--- src/rtl/alu_issue_scheduler.sv ---
// Reservation station for the single ALU: holds dispatched uops until both
// source tags are ready (CDB snoop) and issues the oldest eligible one per cycle.
module alu_issue_scheduler #(
  parameter int DEPTH     = 8,
  parameter int PHYS_W    = 6,
  parameter int PAYLOAD_W = 128
) (
  input  logic                   clk,
  input  logic                   rst,
  input  logic                   flush,
  input  logic                   disp_valid,
  output logic                   disp_ready,
  input  logic [PHYS_W-1:0]      disp_src1_tag,
  input  logic                   disp_src1_rdy,
  input  logic [PHYS_W-1:0]      disp_src2_tag,
  input  logic                   disp_src2_rdy,
  input  logic [PAYLOAD_W-1:0]   disp_payload,
  input  logic                   cdb_valid,
  input  logic [PHYS_W-1:0]      cdb_tag,
  output logic                   iss_valid,
  input  logic                   iss_ready,
  output logic [PAYLOAD_W-1:0]   iss_payload,
  output logic [$clog2(DEPTH):0] occupancy
);
  localparam int CW = $clog2(DEPTH) + 1;
  localparam logic [CW-1:0] FULL = CW'(DEPTH);

  logic [DEPTH-1:0]     vld, s1_rdy, s2_rdy;
  logic [PHYS_W-1:0]    s1_tag [DEPTH];
  logic [PHYS_W-1:0]    s2_tag [DEPTH];
  logic [PAYLOAD_W-1:0] pl     [DEPTH];
  logic [DEPTH-1:0]     old     [DEPTH];
  logic [DEPTH-1:0]     old_nxt [DEPTH];
  logic [DEPTH-1:0]     elig, sel_oh, alloc_oh;
  logic                 disp_fire, iss_fire, cap1, cap2;

  assign elig       = vld & s1_rdy & s2_rdy;
  assign disp_ready = (occupancy < FULL);
  assign iss_valid  = |elig;
  assign disp_fire  = disp_valid && disp_ready && !flush;
  assign iss_fire   = iss_valid && iss_ready && !flush;
  assign cap1 = disp_src1_rdy || (disp_src1_tag == '0) || (cdb_valid && (cdb_tag == disp_src1_tag));
  assign cap2 = disp_src2_rdy || (disp_src2_tag == '0) || (cdb_valid && (cdb_tag == disp_src2_tag));

  // Select: an eligible entry wins unless some older entry is also eligible.
  always_comb begin
    sel_oh = elig;
    for (int i = 0; i < DEPTH; i++)
      for (int j = 0; j < DEPTH; j++)
        if (elig[j] && old[j][i]) sel_oh[i] = 1'b0;
  end

  always_comb begin
    iss_payload = '0;
    for (int i = 0; i < DEPTH; i++)
      if (sel_oh[i]) iss_payload = pl[i];
  end

  // Lowest-index free slot: scan downward so the last hit is the lowest.
  always_comb begin
    alloc_oh = '0;
    for (int i = DEPTH - 1; i >= 0; i--)
      if (!vld[i]) begin
        alloc_oh    = '0;
        alloc_oh[i] = 1'b1;
      end
  end

  // A new entry is younger than every survivor; the issued entry drops out of both axes.
  always_comb begin
    for (int i = 0; i < DEPTH; i++)
      for (int j = 0; j < DEPTH; j++) begin
        old_nxt[i][j] = old[i][j];
        if (iss_fire && (sel_oh[i] || sel_oh[j])) old_nxt[i][j] = 1'b0;
        if (disp_fire && alloc_oh[j]) old_nxt[i][j] = vld[i] && !(iss_fire && sel_oh[i]);
        if (disp_fire && alloc_oh[i]) old_nxt[i][j] = 1'b0;
      end
  end

  // Control state: entry valids, age matrix, occupancy
  always_ff @(posedge clk) begin
    if (rst || flush) begin
      vld       <= '0;
      occupancy <= '0;
      for (int i = 0; i < DEPTH; i++) old[i] <= '0;
    end else begin
      vld       <= (vld & ~(iss_fire ? sel_oh : '0)) | (disp_fire ? alloc_oh : '0);
      occupancy <= occupancy + CW'(disp_fire) - CW'(iss_fire);
      for (int i = 0; i < DEPTH; i++) old[i] <= old_nxt[i];
    end
  end

  // Entry data: capture on allocation, otherwise snoop the CDB for wakeup
  always_ff @(posedge clk) begin
    for (int i = 0; i < DEPTH; i++) begin
      if (disp_fire && alloc_oh[i]) begin
        s1_tag[i] <= disp_src1_tag;
        s2_tag[i] <= disp_src2_tag;
        s1_rdy[i] <= cap1;
        s2_rdy[i] <= cap2;
        pl[i]     <= disp_payload;
      end else if (cdb_valid) begin
        if (cdb_tag == s1_tag[i]) s1_rdy[i] <= 1'b1;
        if (cdb_tag == s2_tag[i]) s2_rdy[i] <= 1'b1;
      end
    end
  end

endmodule

--- config.mk ---
export PLATFORM = sky130hd
export DESIGN_NAME = alu_issue_scheduler
export DESIGN_NICKNAME = d
export VERILOG_FILES = /design/src/rtl/alu_issue_scheduler.sv
export SDC_FILE = /design/constraint.sdc
export NUM_CORES = 2
export LEC_CHECK = 0
export ABC_AREA = 1
export ABC_CLOCK_PERIOD_IN_PS = 35100
export CAP_MARGIN = 20
export CELL_PAD_IN_SITES_DETAIL_PLACEMENT = 2
export CELL_PAD_IN_SITES_GLOBAL_PLACEMENT = 2
export CORE_MARGIN = 3
export CORE_UTILIZATION = 40
export DETAILED_ROUTE_END_ITERATION = 16
export GPL_ROUTABILITY_DRIVEN = 0
export PLACE_DENSITY = 0.92
export SYNTH_ARGS = -nofsm -noshare
export SYNTH_HDL_FRONTEND = slang
export SYNTH_SLANG_ARGS = --single-unit
--- constraint.sdc ---
create_clock -name clk -period 35.1 [get_ports clk]
set_clock_uncertainty 0.2 [all_clocks]
set_input_delay 8.775 -clock clk [delete_from_list [all_inputs] [get_ports clk]]
set_output_delay 8.775 -clock clk [all_outputs]
set_load 0.005 [all_outputs]
==> results.md <==
- Die Y: 373 µm
- Pre-CTS WS: roughly 21 ns
- YS warnings: 0
- Hold-critical path depth: 2
- Period minus WS final: 14.95 ns
- Min-Delay Startpoint: old[0][47]
- DR WL/cell: 29.2 µm
- Hold Path Class: register to register
- Sequential area share after synthesis: about two thirds
- Port Buf Inserts: between 200 and 300
- Post-CTS Hold Buffers: 0
- CTS tree: yes
- Setup tns final: 0 ns
- Vias: approximately 43000
- VDD IR max: 0.0000477 V
- Core area: 0.133 mm²
- Sequential cell area: roughly 0.035 mm²
- Drt first-iter violations: 4319
- Relative slew slack: 23.3%
- Count of final max-slew check failures: 0
- Measured slew at the worst slew-check pin: roughly 1.2 ns
- Clock Latency Late Sink: a little under 0.8 ns
- Final Hold Viols: 0
- Final WS setup: 20.15 ns
- Die area: around 0.14 mm²
- Critical path startpoint category: register
- # IOs: 288
- Ratio of cells with drive above 1 in the final layout: 6.38%
- Grt total ovfl: 0
- # clock sinks: 1204
- Clk buf depth: 3
- P&R area growth vs syn: 16.0%
- Tot Pwr: about 3.1 mW
- Initial Util: between 40% and 50%
- Multi-input gate area: approximately 0.014 mm²
- Mapped Area: 0.0538 mm²
- GRT Util Overall: just over 30%
- Netlist cell types: 45
- RSZ-0062 raised after global routing: false
- Post-synth net total: 5552
- Drt pass-1 iters: 5
- CTS clk-pin slew, worst paths: 0.06 ns
- First-pass GRT wire length: 323 mm
- Post-route clock period utilization: a little over two fifths
- Total CTS buffers: between 100 and 150
- Initial antenna violation count: 7
- Dpl hpwl: 121 mm
- Worst Path Required: about 26 ns
- Status: finished, final reports clean
- Final setup vio count: 0
- Syn_area_per_cell: 9.98 µm²
- Postcts setup bufs: 0
- Final WL: about 220 mm
- Setup CP Type: register to output pin
- Detailed-route DRC error count: 0
- R2R Setup Slk: 30.60 ns
- R2R cell count: 10
- Die X: 373 µm
- Vias in the first global route: 49100
- Post-cts gate resize count: 0
- Hold WS: 0.290 ns
- Synthesized flop and latch total: ~1200
- Pwr/cell area: ~50 mW/mm²
- Max_cap viols: 0
- H-Tree Depth: 4
- Max Freq: around 67 MHz
- CP max FO: between 70 and 80
- Antenna-violating nets left: 0
- Core Rows: between 100 and 150
- P_leak: between 20 and 25 nW
- Crit end category: output pin
- Reg-to-Reg End: old[0][57]
- Largest net degree at the start of global routing: 150
- # fillers: roughly 13000
- Via density: 5.74
- Post-Synthesis Cells: about 5400
- Reg2reg start: vld[7]
- Nets: around 5700
- Arr. time, crit path: slightly below 6 ns
- Root buffer cell: clkbuf_16
- WHS Endpoint: old[0][47]
## sequential cells by signal, summed over array words and instances (netlist names)
signal and count:
s2_tag 48, vld 8, occupancy 4, pl 1024, old 56, s1_rdy 8
s1_tag 48, s2_rdy 8
## Yosys cell counts (all sizes together)
cell	count	area share (%)
xor2	14	0.23
fa	1	0.037
o41ai	11	0.18
nand3b	128	1.8
edfxtp	1136	63
clkinv	6	0.042
o21ai	288	2.7
nand2	1833	13
clkbuf	78	0.55
dfxtp	68	2.5
xnor2	21	0.34
o211ai	3	0.042
inv	841	5.9
nor4	4	0.046
o22ai	9	0.10
nor3b	1	0.014
a21oi	78	0.73
a211o	1	0.016
nor3	10	0.14
nand4	20	0.23
buf	213	2.2
a211oi	1	0.014
nor2	74	0.57
o31ai	4	0.056
o2111ai	18	0.29
ha	4	0.093
a221oi	2	0.033
a21boi	2	0.028
nand3	490	4.6
or2	34	0.40
## stage by stage
stage               instances  cell area [µm²]  util (%)
floorplan                5393            53800         -
global placement         7198            58000      43.8
detailed placement       7200            58100      43.8
CTS                      7445            62400      47.0
global route             7448            62500      47.1
finish                   7449            62500      47.1
## layout make-up
class / count / share of cell area [%]
multi-input combinational: 3051 / 22.2
clock inverter: 59 / 0.863
tap: 1755 / 3.52
sequential: 1204 / 56.8
antenna: 1 / 0.00401
inverter: 847 / 5.11
timing repair buffer: 346 / 5.53
clock buffer: 186 / 6.02
## cells by family after synthesis
kind of cell | count (synthesis) | synth area share, %
compound gates | 417 | 4.18
xor+xnor | 35 | 0.569
fa+ha+maj | 5 | 0.130
buf+inv | 1138 | 8.62
flops | 1204 | 65.9
simple gates | 2594 | 20.6
## worst max-delay path by stage
stage               cells past startpoint         endpoint   start  slack (ns)
floorplan                               3       pl[1][128]   flush       11.42
detailed placement                     16  iss_payload[39]  vld[4]       21.27
global placement                       17  iss_payload[10]  vld[1]       21.28
finish                                 16  iss_payload[39]  vld[4]       20.15
global route                           16  iss_payload[39]  vld[4]       19.97
CTS                                    16  iss_payload[39]  vld[4]       20.21
## worst max-delay path: stages (launching register included)
cell	delay, ns
dfxtp_1	0.69
nand3_2	0.29
o21ai_1	0.30
nor2_4	0.04
buf_4	0.43
nand2_4	0.80
buf_4	0.97
nand2_1	0.25
inv_2	0.14
nand2_1	0.07
nand2_1	0.07
nand2_1	0.06
nand2_1	0.13
nand2_1	0.11
nand2_1	0.14
nand2_1	0.08
clkdlybuf4s50_1	0.45
## layout by cell type, fill, tap and decap left out, types with 10 or more instances in the layout
master	synthesis	final
xnor2_1	21	21
buf_4	38	51
inv_1	790	790
dfxtp_1	68	68
clkinv_2	0	14
o41ai_1	11	11
o21ai_1	17	17
a21oi_1	77	77
o2111ai_1	18	18
clkbuf_1	77	41
or2_2	34	34
clkinv_1	6	29
nand2_1	1826	1821
o21ai_0	270	270
inv_2	51	50
inv_6	0	10
nand3b_1	128	128
xor2_1	14	14
clkbuf_16	0	143
nand4_1	20	20
edfxtp_1	1136	1136
clkdlybuf4s50_1	0	287
nor2_1	69	65
nand3_1	483	483
## power by group
| part | switching (mW) | internal, mW |
|---|---|---|
| clock network | 0.629 | 0.818 |
| logic | 0.0581 | 0.0266 |
| registers | 0.00445 | 1.58 |
| total | 0.691 | 2.43 |
## routing by layer
| metal | vias to the layer above | share of wire (%) | GRT usage, % |
|---|---|---|---|
| li1 | 17900 | - | - |
| met1 | 22200 | 37 | 35.0 |
| met2 | 1917 | 53 | 56.4 |
| met3 | 640 | 5.7 | 4.77 |
| met4 | 8 | 4.7 | 14.5 |
| met5 | - | 0.023 | 0 |
Power figures use the tool's default switching activity.
